<file path="src/rtl/pc_cfr_pkg.sv">
// Shared definitions for the CFR cancellation pulse generator.
// Contents: control FSM state enum, drop counter width, and the
// round-half-up / symmetric saturation helper used on the product path.
package pc_cfr_pkg;

    localparam int DROP_CNT_W = 16;

    typedef enum logic [1:0] {
        ST_IDLE  = 2'd0,
        ST_RUN   = 2'd1,
        ST_DRAIN = 2'd2
    } cpg_state_e;

    // Drops dw-1 fractional bits from a Q2.(2*dw-2) accumulator, rounding
    // half-up, and clamps to +/-(2^(dw-1)-1). A 64-bit carrier keeps the
    // helper width-independent; callers size-cast the result to dw bits.
    function automatic logic signed [63:0] round_sat(input logic signed [63:0] acc,
                                                     input int dw);
        logic signed [63:0] r;
        logic signed [63:0] lim;
        r   = (acc + (64'sd1 <<< (dw - 2))) >>> (dw - 1);
        lim = (64'sd1 <<< (dw - 1)) - 64'sd1;
        if (r > lim) begin
            r = lim;
        end else if (r < -lim) begin
            r = -lim;
        end
        return r;
    endfunction

endpackage

</file>
<file path="src/rtl/pc_cfr_cmult.sv">
// Pipelined complex multiply of the latched peak by a CPW coefficient,
// followed by round-half-up and symmetric saturation.
// Ports:
//   clk, rst                  clock, synchronous active-high reset
//   valid_i, phase_i          coefficient present this clock; its channel
//   peak_re_i, peak_im_i      latched peak vector (stable for the pulse)
//   coef_re_i, coef_im_i      CPW coefficient, Q1.(DATA_WIDTH-1)
//   valid_o, phase_o          result valid / channel, MUL_LATENCY clocks later
//   re_o, im_o                rounded, saturated result; zero when not valid
module pc_cfr_cmult
    import pc_cfr_pkg::*;
#(
    parameter int DATA_WIDTH  = 16,
    parameter int MUL_LATENCY = 2
) (
    input  logic                         clk,
    input  logic                         rst,
    input  logic                         valid_i,
    input  logic                         phase_i,
    input  logic signed [DATA_WIDTH-1:0] peak_re_i,
    input  logic signed [DATA_WIDTH-1:0] peak_im_i,
    input  logic signed [DATA_WIDTH-1:0] coef_re_i,
    input  logic signed [DATA_WIDTH-1:0] coef_im_i,
    output logic                         valid_o,
    output logic                         phase_o,
    output logic signed [DATA_WIDTH-1:0] re_o,
    output logic signed [DATA_WIDTH-1:0] im_o
);

    localparam int MW = 2 * DATA_WIDTH;
    localparam int PW = 2 * DATA_WIDTH + 1;

    logic signed [MW-1:0] m_rr, m_ii, m_ri, m_ir;
    logic signed [PW-1:0] acc_re_d, acc_im_d;
    logic signed [PW-1:0] acc_re_q, acc_im_q;
    logic                 v0_q, ph0_q;
    logic signed [DATA_WIDTH-1:0] rnd_re, rnd_im;

    assign m_rr = MW'(peak_re_i) * MW'(coef_re_i);
    assign m_ii = MW'(peak_im_i) * MW'(coef_im_i);
    assign m_ri = MW'(peak_re_i) * MW'(coef_im_i);
    assign m_ir = MW'(peak_im_i) * MW'(coef_re_i);

    // One extra bit: (-2^(W-1))^2 + (-2^(W-1))^2 does not fit in 2W bits.
    assign acc_re_d = PW'(m_rr) - PW'(m_ii);
    assign acc_im_d = PW'(m_ri) + PW'(m_ir);

    // Coefficient capture stage: products registered.
    always_ff @(posedge clk) begin
        if (rst) begin
            acc_re_q <= '0;
            acc_im_q <= '0;
            v0_q     <= 1'b0;
            ph0_q    <= 1'b0;
        end else begin
            acc_re_q <= valid_i ? acc_re_d : '0;
            acc_im_q <= valid_i ? acc_im_d : '0;
            v0_q     <= valid_i;
            ph0_q    <= valid_i & phase_i;
        end
    end

    assign rnd_re = v0_q ? DATA_WIDTH'(round_sat(64'(acc_re_q), DATA_WIDTH)) : '0;
    assign rnd_im = v0_q ? DATA_WIDTH'(round_sat(64'(acc_im_q), DATA_WIDTH)) : '0;

    generate
        if (MUL_LATENCY <= 1) begin : g_direct
            assign valid_o = v0_q;
            assign phase_o = ph0_q;
            assign re_o    = rnd_re;
            assign im_o    = rnd_im;
        end else begin : g_pipe
            localparam int D = MUL_LATENCY - 1;
            logic [D-1:0]                 v_q, p_q;
            logic signed [DATA_WIDTH-1:0] re_q [D];
            logic signed [DATA_WIDTH-1:0] im_q [D];

            always_ff @(posedge clk) begin
                if (rst) begin
                    v_q <= '0;
                    p_q <= '0;
                    for (int k = 0; k < D; k++) begin
                        re_q[k] <= '0;
                        im_q[k] <= '0;
                    end
                end else begin
                    v_q[0]  <= v0_q;
                    p_q[0]  <= ph0_q;
                    re_q[0] <= rnd_re;
                    im_q[0] <= rnd_im;
                    for (int k = 1; k < D; k++) begin
                        v_q[k]  <= v_q[k-1];
                        p_q[k]  <= p_q[k-1];
                        re_q[k] <= re_q[k-1];
                        im_q[k] <= im_q[k-1];
                    end
                end
            end

            assign valid_o = v_q[D-1];
            assign phase_o = p_q[D-1];
            assign re_o    = re_q[D-1];
            assign im_o    = im_q[D-1];
        end
    endgenerate

endmodule

</file>
<file path="src/rtl/pc_cfr_cpg.sv">
// Cancellation pulse generator: accepts a complex peak on its channel slot,
// reads the CPW table on that slot, and emits peak * CPW as a pulse.
//
// state    | meaning
// ST_IDLE  | waiting for a peak on its own channel slot
// ST_RUN   | issuing CPW reads on the peak's slot, addresses 0..len
// ST_DRAIN | last read issued; waiting MUL_LATENCY+1 clocks for the pipe
//
// Ports:
//   clk, rst                       clock, synchronous active-high reset
//   peak_i_in/peak_q_in            peak correction vector
//   peak_phase_in, peak_valid_in   peak channel and strobe
//   peak_ready                     idle, a peak can be accepted
//   ctrl_pulse_len                 pulse length minus one
//   cpw_addr, cpw_en               CPW read port (data one clock later)
//   cpw_data_i/cpw_data_q          CPW coefficient
//   pulse_i/pulse_q, pulse_valid,  cancellation pulse sample and channel
//   pulse_phase
//   busy, drop_count, phase_err    status
module pc_cfr_cpg
    import pc_cfr_pkg::*;
#(
    parameter int DATA_WIDTH     = 16,
    parameter int CPW_ADDR_WIDTH = 8,
    parameter int MUL_LATENCY    = 2
) (
    input  logic                          clk,
    input  logic                          rst,
    input  logic signed [DATA_WIDTH-1:0]  peak_i_in,
    input  logic signed [DATA_WIDTH-1:0]  peak_q_in,
    input  logic                          peak_phase_in,
    input  logic                          peak_valid_in,
    output logic                          peak_ready,
    input  logic [CPW_ADDR_WIDTH-1:0]     ctrl_pulse_len,
    output logic [CPW_ADDR_WIDTH-1:0]     cpw_addr,
    output logic                          cpw_en,
    input  logic signed [DATA_WIDTH-1:0]  cpw_data_i,
    input  logic signed [DATA_WIDTH-1:0]  cpw_data_q,
    output logic signed [DATA_WIDTH-1:0]  pulse_i,
    output logic signed [DATA_WIDTH-1:0]  pulse_q,
    output logic                          pulse_valid,
    output logic                          pulse_phase,
    output logic                          busy,
    output logic [DROP_CNT_W-1:0]         drop_count,
    output logic                          phase_err
);

    localparam int DCW = (MUL_LATENCY < 1) ? 1 : $clog2(MUL_LATENCY + 1);

    cpg_state_e                  state_q, state_d;
    logic                        ph_q;
    logic                        phase_q, phase_d;
    logic signed [DATA_WIDTH-1:0] pk_re_q, pk_re_d, pk_im_q, pk_im_d;
    logic [CPW_ADDR_WIDTH-1:0]   len_q, len_d;
    logic                        cpw_en_q, cpw_en_d;
    logic [CPW_ADDR_WIDTH-1:0]   cpw_addr_q, cpw_addr_d;
    logic                        rdv_q;
    logic [DCW-1:0]              dcnt_q, dcnt_d;
    logic [DROP_CNT_W-1:0]       drop_q, drop_d;
    logic                        perr_q, perr_d;

    always_ff @(posedge clk) begin
        if (rst) begin
            state_q    <= ST_IDLE;
            ph_q       <= 1'b0;
            phase_q    <= 1'b0;
            pk_re_q    <= '0;
            pk_im_q    <= '0;
            len_q      <= '0;
            cpw_en_q   <= 1'b0;
            cpw_addr_q <= '0;
            rdv_q      <= 1'b0;
            dcnt_q     <= '0;
            drop_q     <= '0;
            perr_q     <= 1'b0;
        end else begin
            state_q    <= state_d;
            ph_q       <= ~ph_q;
            phase_q    <= phase_d;
            pk_re_q    <= pk_re_d;
            pk_im_q    <= pk_im_d;
            len_q      <= len_d;
            cpw_en_q   <= cpw_en_d;
            cpw_addr_q <= cpw_addr_d;
            rdv_q      <= cpw_en_q;
            dcnt_q     <= dcnt_d;
            drop_q     <= drop_d;
            perr_q     <= perr_d;
        end
    end

    // Reads are launched from the peak's own slot, so each cpw_en lands on
    // the opposite slot and the finished sample comes back on the peak's slot.
    always_comb begin
        state_d    = state_q;
        phase_d    = phase_q;
        pk_re_d    = pk_re_q;
        pk_im_d    = pk_im_q;
        len_d      = len_q;
        cpw_en_d   = 1'b0;
        cpw_addr_d = cpw_addr_q;
        dcnt_d     = dcnt_q;
        drop_d     = drop_q;
        perr_d     = perr_q;

        case (state_q)
            ST_IDLE: begin
                if (peak_valid_in) begin
                    if (peak_phase_in == ph_q) begin
                        state_d    = ST_RUN;
                        phase_d    = peak_phase_in;
                        pk_re_d    = peak_i_in;
                        pk_im_d    = peak_q_in;
                        len_d      = ctrl_pulse_len;
                        cpw_en_d   = 1'b1;
                        cpw_addr_d = '0;
                    end else begin
                        perr_d = 1'b1;
                    end
                end
            end
            ST_RUN: begin
                if (cpw_en_q && (cpw_addr_q == len_q)) begin
                    state_d = ST_DRAIN;
                    dcnt_d  = DCW'(MUL_LATENCY);
                end else if (ph_q == phase_q) begin
                    cpw_en_d   = 1'b1;
                    cpw_addr_d = cpw_addr_q + CPW_ADDR_WIDTH'(1);
                end
            end
            ST_DRAIN: begin
                if (dcnt_q == '0) begin
                    state_d = ST_IDLE;
                end else begin
                    dcnt_d = dcnt_q - DCW'(1);
                end
            end
            default: state_d = ST_IDLE;
        endcase

        if ((state_q != ST_IDLE) && peak_valid_in && (drop_q != '1)) begin
            drop_d = drop_q + DROP_CNT_W'(1);
        end
    end

    pc_cfr_cmult #(
        .DATA_WIDTH (DATA_WIDTH),
        .MUL_LATENCY(MUL_LATENCY)
    ) u_cmult (
        .clk      (clk),
        .rst      (rst),
        .valid_i  (rdv_q),
        .phase_i  (phase_q),
        .peak_re_i(pk_re_q),
        .peak_im_i(pk_im_q),
        .coef_re_i(cpw_data_i),
        .coef_im_i(cpw_data_q),
        .valid_o  (pulse_valid),
        .phase_o  (pulse_phase),
        .re_o     (pulse_i),
        .im_o     (pulse_q)
    );

    assign peak_ready = (state_q == ST_IDLE);
    assign busy       = (state_q != ST_IDLE);
    assign cpw_en     = cpw_en_q;
    assign cpw_addr   = cpw_addr_q;
    assign drop_count = drop_q;
    assign phase_err  = perr_q;

endmodule

</file>
<file path="config.mk">
export PLATFORM = sky130hd
export DESIGN_NAME = pc_cfr_cpg
export DESIGN_NICKNAME = d
export VERILOG_FILES = /design/src/rtl/pc_cfr_pkg.sv /design/src/rtl/pc_cfr_cmult.sv /design/src/rtl/pc_cfr_cpg.sv
export SDC_FILE = /design/constraint.sdc
export NUM_CORES = 2
export LEC_CHECK = 0
export BUFFER_PORTS_ARGS = -buffer_cell sky130_fd_sc_hd__buf_2
export CORE_MARGIN = 4
export CORE_UTILIZATION = 35
export DETAILED_ROUTE_END_ITERATION = 10
export SYNTH_ARGS = -nofsm -noshare
export SYNTH_HDL_FRONTEND = slang
export SYNTH_SLANG_ARGS = --single-unit
</file>
<file path="constraint.sdc">
create_clock -name clk -period 21.8 [get_ports clk]
set_clock_uncertainty 0.1 [all_clocks]
set_input_delay 4.36 -clock clk [delete_from_list [all_inputs] [get_ports clk]]
set_output_delay 4.36 -clock clk [all_outputs]
set_load 0.05 [all_outputs]
</file>
Word level (Yosys, flattened, before mapping)
Memory sizes are Yosys's and may differ from the RTL's.
Cells that the tools add are included.
{"block": "op_classes", "add_sub_neg": 7, "multipliers": 4, "n_div": 0, "magnitude_cmp": 4, "n_eq_ne": 13, "shifts": 0, "mux": 30, "bitwise_logic": 4, "n_reduce_logical": 16}
{"op": "16-bit by 16-bit multiplier with 32-bit output", "count": 4}
{"op": "16-bit two-way mux", "count": 8}
{"op": "33-bit by 16-bit adder with 34-bit output (second input constant)", "count": 2}
{"op": "19-bit by 16-bit > comparator with 1-bit output (second input constant)", "count": 2}
{"op": "19-bit by 16-bit < comparator with 1-bit output (second input constant)", "count": 2}
{"op": "32-bit by 32-bit adder with 33-bit output", "count": 1}
{"op": "32-bit by 32-bit subtractor with 33-bit output", "count": 1}
{"op": "8-bit two-way mux", "count": 4}
{"op": "16-bit OR reduction", "count": 2}
{"op": "16-bit by 1-bit adder with 16-bit output (second input constant)", "count": 1}
{"op": "16-bit != test (second input constant)", "count": 1}
{"op": "8-bit case mux with 2 select lines", "count": 1}
{"op": "2-bit != test (second input constant)", "count": 6}
{"op": "2-bit two-way mux", "count": 5}
{"op": "1-bit two-way mux", "count": 9}
{"op": "3-bit AND reduction", "count": 3}
{"op": "8-bit by 1-bit adder with 8-bit output (second input constant)", "count": 1}
{"op": "8-bit equality test", "count": 1}
{"op": "2-bit case mux with 3 select lines", "count": 1}
{"op": "2-bit nonzero test", "count": 3}
{"op": "5-bit AND reduction", "count": 1}
{"op": "2-bit logical NOT", "count": 2}
{"op": "2-bit case mux with 2 select lines", "count": 1}
{"op": "4-bit AND reduction", "count": 1}
{"op": "10 further kinds", "count": 15}
{"block": "totals", "regBits": 143, "latchBits": 0, "ram_bits": 32, "mem_bits_ro": 0, "input_bits": 76, "out_inout_bits": 62, "wordCells": 98, "mem_count": 2}
{"memory": "u_cmult.g_pipe.im_q", "words": 1, "word_bits": 16, "rd": 1, "rd_clocked_by_memory_dff": 0, "write_ports": 1, "line": "pc_cfr_cmult.sv:76", "source": "logic signed [DATA_WIDTH-1:0] im_q [D];"}
{"memory": "u_cmult.g_pipe.re_q", "words": 1, "word_bits": 16, "rd": 1, "rd_clocked_by_memory_dff": 0, "write_ports": 1, "line": "pc_cfr_cmult.sv:75", "source": "logic signed [DATA_WIDTH-1:0] re_q [D];"}

Depth between registers and ports, before layout
{"block": "depth", "word_depth": 6, "depth_mapped": 27, "depth_no_buf": 26}

By module
Synthesis repeated with hierarchy kept, for this count alone.
{"block": "hier_totals", "hier_cells": 4952, "area_unflattened_um2": 45717.6}
{"mod": "pc_cfr_cmult", "instances": 1, "cells_per_inst": 4561, "area_each_um2": 42599.6, "seq_area_each_um2": 1481.4}
{"mod": "pc_cfr_cpg", "instances": 1, "cells_per_inst": 391, "area_each_um2": 3118.0, "seq_area_each_um2": 1461.4}

Worst setup path before layout
Ideal clock, no wire load.
{"block": "synth_path", "path_type": "input -> register", "from": "input cpw_data_q[0]", "to": "register u_cmult.acc_re_q[30]", "setup_ps": 62, "arrival_time_ps": 11368, "required_ps": 21638, "slack_ps": 10270, "stages": 23, "path_buffers": 1, "cell_sequence": "clkbuf_1 nand2_1 inv_1 fa_1 fa_1 fa_1 inv_1 fa_1 fa_1 fa_1 fa_1 inv_1 fa_1 inv_1 ha_1 or2_2 a21oi_1 a21oi_1 or4_1 nand3_1 o21ai_0 or3_1 nand3_1"}
{"block": "synth_between", "elab_chain_len": 2}
{"element": "start: declaration", "line": "pc_cfr_cpg.sv:38", "source": "input logic signed [DATA_WIDTH-1:0] cpw_data_q,"}
{"element": "16-bit by 16-bit multiplier with 32-bit output", "line": "pc_cfr_cmult.sv:40", "source": "assign m_ii = MW'(peak_im_i) * MW'(coef_im_i);"}
{"element": "32-bit by 32-bit subtractor with 33-bit output", "line": "pc_cfr_cmult.sv:45", "source": "assign acc_re_d = PW'(m_rr) - PW'(m_ii);"}
{"element": "end signal: assignment", "line": "pc_cfr_cmult.sv:56", "source": "acc_re_q <= valid_i ? acc_re_d : '0;"}
{"element": "end: declaration", "line": "pc_cfr_cmult.sv:35", "source": "logic signed [PW-1:0] acc_re_q, acc_im_q;"}
No other way between the ends.
A chain may end at the register's enable or synchronous reset.

Worst setup path in the final report
Same ends and word-level chain as after synthesis.

==> qor.yml <==
status: "finished, final reports clean"
syn_to_final_growth_pct: 6.67
dr_total_vias: 31200
drc: 0
synthCells: 4900
synth_cell_types: 63
arrival_ns: 12.35
synth_top_family_by_area: "adder cells"
synth-seq-cells: 147
cts_tree: "yes"
antenna_found_initial: 16
postCtsSetupBuffers: 0
critPathLaunchType: "primary input"
path_cells: "buf_2 > buf_4 > nand2_1 > inv_1 > fa_1 > fa_1 > fa_1 > inv_1 > fa_1 > fa_1 > fa_1 > fa_1 > inv_1 > fa_1 > inv_1 > ha_1 > or2_2 > a21oi_1 > a21oi_1 > or4_1 > nand3_1 > o21ai_0 > or3_1 > nand3_1"
crit_path_frequent_cell: "fa_1"
ios: 138
syn_nets: 6455
synth_top_area_cell: "fa_1"
grt_pass1_vias: 35000
synth_edf_count: 0
wl_per_cell_um: 17.5
nets: 6434
fp.dieW_um: 368
rows: 131
dieArea_um2: 136000
yosysWarnings: 0
vias_per_cell: 4.71
start_util_pct: 35.4
fillers: 12900
hpwl_mm: 93.2
setup_violations: 0
synthMuxAreaShare_pct: 0.154
grt_pass1_wl_mm: 193
cp_slowest_cell: "or4_1"
dr.pass1.iters: 5
yosys.area_share.adder_pct: 60.1
die_h_um: 368
tns_ns: 0
fmax_mhz: 83.4
critPathMaxStageDelay_ns: 0.68
hold_buffers: 0
clockBufferDepth: 2
synth_top_area_share_pct: 51.6
critPathTopFamily: "adder cells"
critPathMaxFanout: 32
clkSinkCount: 147
core_area_um2: 128000
maxSlewHeadroom_pct: 30.2
period_needed_ns: 11.99
insertion_delay_ns: 0.52
drive_gt1_share_pct: 4.99
clk_pin_slew_worst_paths_ns: 0.09
wl_mm: 116
synthFlopType: "dfxtp_1"
fin_hold_ws_ns: 0.348
grt_overflow: 0
root_buffer: "clkbuf_16"
track_usage_pct: 18.1
synth-compound-area-share_pct: 3.24
critical_path_buf_inv_count: 6
synth_area_um2: 45500
drt_iter0_markers: 1280
multi_input_area_um2: 36900
max_cap_viol_count: 0
ant_nets: 0
required_ns: 22.16
io_buffers: 137
tightest_slew_ns: 1.05
cts_inserted_buffers: 17
crit_type: "primary input to flop"
syn_area_per_cell_um2: 9.28
final_hold_viol_count: 0
postSynth.asyncResetShare_pct: 0
synth-simple-area-share_pct: 15.2
yosys.area_share.xor_xnor_pct: 2.47
cts_resized: 0
fin_cells: 6629
worstSetupEndpointType: "flop"
hold_class: "flop to flop"
rsz0062_at_grt: "false"
ctsHtreeMaxLevel: 4
place.gp.congestion: 0.857
yosysSeqAreaShare_pct: 6.47
regArea_um2: 2950
grt_max_degree: 43
slew_violations: 0
finalCritPeriodShare_pct: 55.0
synth_top_cells_by_area: "fa_1 (52%), inv_1 (10%), ha_1 (8.4%)"
dp_cells: 6589
-- metrics by stage --
stage / cell area (um^2) / worst slack (ns) / util, %
floorplan: 45500 / 10.27 / -
global placement: 47800 / 9.33 / 37.3
detailed placement: 47800 / 9.24 / 37.3
CTS: 48500 / 9.82 / 37.8
global route: 48500 / 9.47 / 37.8
finish: 48500 / 9.81 / 37.8
-- area by class of cell --
type                    count  share of cell area, %
multi-input cells        3256                   76.1
diodes                      8                 0.0413
clock inverters            15                  0.426
flip-flops and latches    147                   6.08
clock buffers              17                  0.877
repair buffers            189                   2.22
inverters                1268                   9.81
well taps                1729                   4.46
-- placed cells by master (no fill, tap or decap), drive strengths merged, types with 5 or more instances in the layout --
| cell type | instances |
|---|---|
| or3 | 13 |
| nor2b | 7 |
| diode | 8 |
| inv | 1275 |
| nor3b | 5 |
| clkinv | 6 |
| a21o | 16 |
| and3 | 14 |
| nor3 | 23 |
| a211oi | 6 |
| or2 | 7 |
| o21a | 8 |
| mux2i | 7 |
| xnor2 | 85 |
| xor2 | 43 |
| o31ai | 16 |
| ha | 307 |
| nand2 | 613 |
| nand3 | 34 |
| a21oi | 104 |
| nand4 | 20 |
| buf | 189 |
| nor2 | 134 |
| a31oi | 12 |
| dfxtp | 147 |
| nand2b | 29 |
| and2 | 487 |
| fa | 1172 |
| a2111oi | 5 |
| clkbuf | 17 |
| and4 | 8 |
| o21ai | 37 |
-- cell usage after synthesis, types with 16 or more instances --
library cell,count
nor2_1,134
xor2_1,43
clkbuf_1,222
inv_1,1267
ha_1,307
and2_1,487
nand2_1,613
o31ai_1,16
nand3_1,34
a21o_1,16
nand2b_1,29
dfxtp_1,147
fa_1,1172
a21oi_1,103
nand4_1,19
xnor2_1,85
nor3_1,22
o21ai_0,36
-- registers in the layout, indices dropped and copies added, names as in the netlist, 2 cells and up --
signal	cells
u_cmult.g_pipe.im_q	16
pk_re_q	16
state_q	2
dcnt_q	2
pk_im_q	16
u_cmult.acc_im_q	19
cpw_addr	8
len_q	8
u_cmult.g_pipe.re_q	16
drop_count	16
u_cmult.acc_re_q	19
-- routing by layer --
layer / track usage, % / wire [um] / up-vias
met5: 0 / 32 / -
met2: 30.9 / 56400 / 720
met4: 3.60 / 1790 / 6
met1: 24.2 / 51700 / 16300
li1: - / - / 14000
met3: 3.10 / 6440 / 130
-- path summary, 6_finish.rpt --
check,to,cells past startpoint,slack [ns],start
setup / recovery,u_cmult.acc_re_q[30],24,9.81,cpw_data_q[0]
hold / removal,u_cmult.phase_o,1,0.35,u_cmult.ph0_q
setup reg to reg,u_cmult.acc_im_q[32],22,13.06,pk_im_q[15]
hold reg to reg,u_cmult.phase_o,1,0.35,u_cmult.ph0_q
-- kinds of logic after synthesis --
kind of cell               after synthesis
xor gates and xnor gates               128
adders and majority gates             1479
and+or+nand+nor                       1406
DFF                                    147
muxes                                    7
buffers and inverters                 1497
AOI/OAI and AO/OA                      236
Power is left out: the tool's default activity adds up to more than one toggle a clock period on the data nets, which glitch-free logic cannot reach.
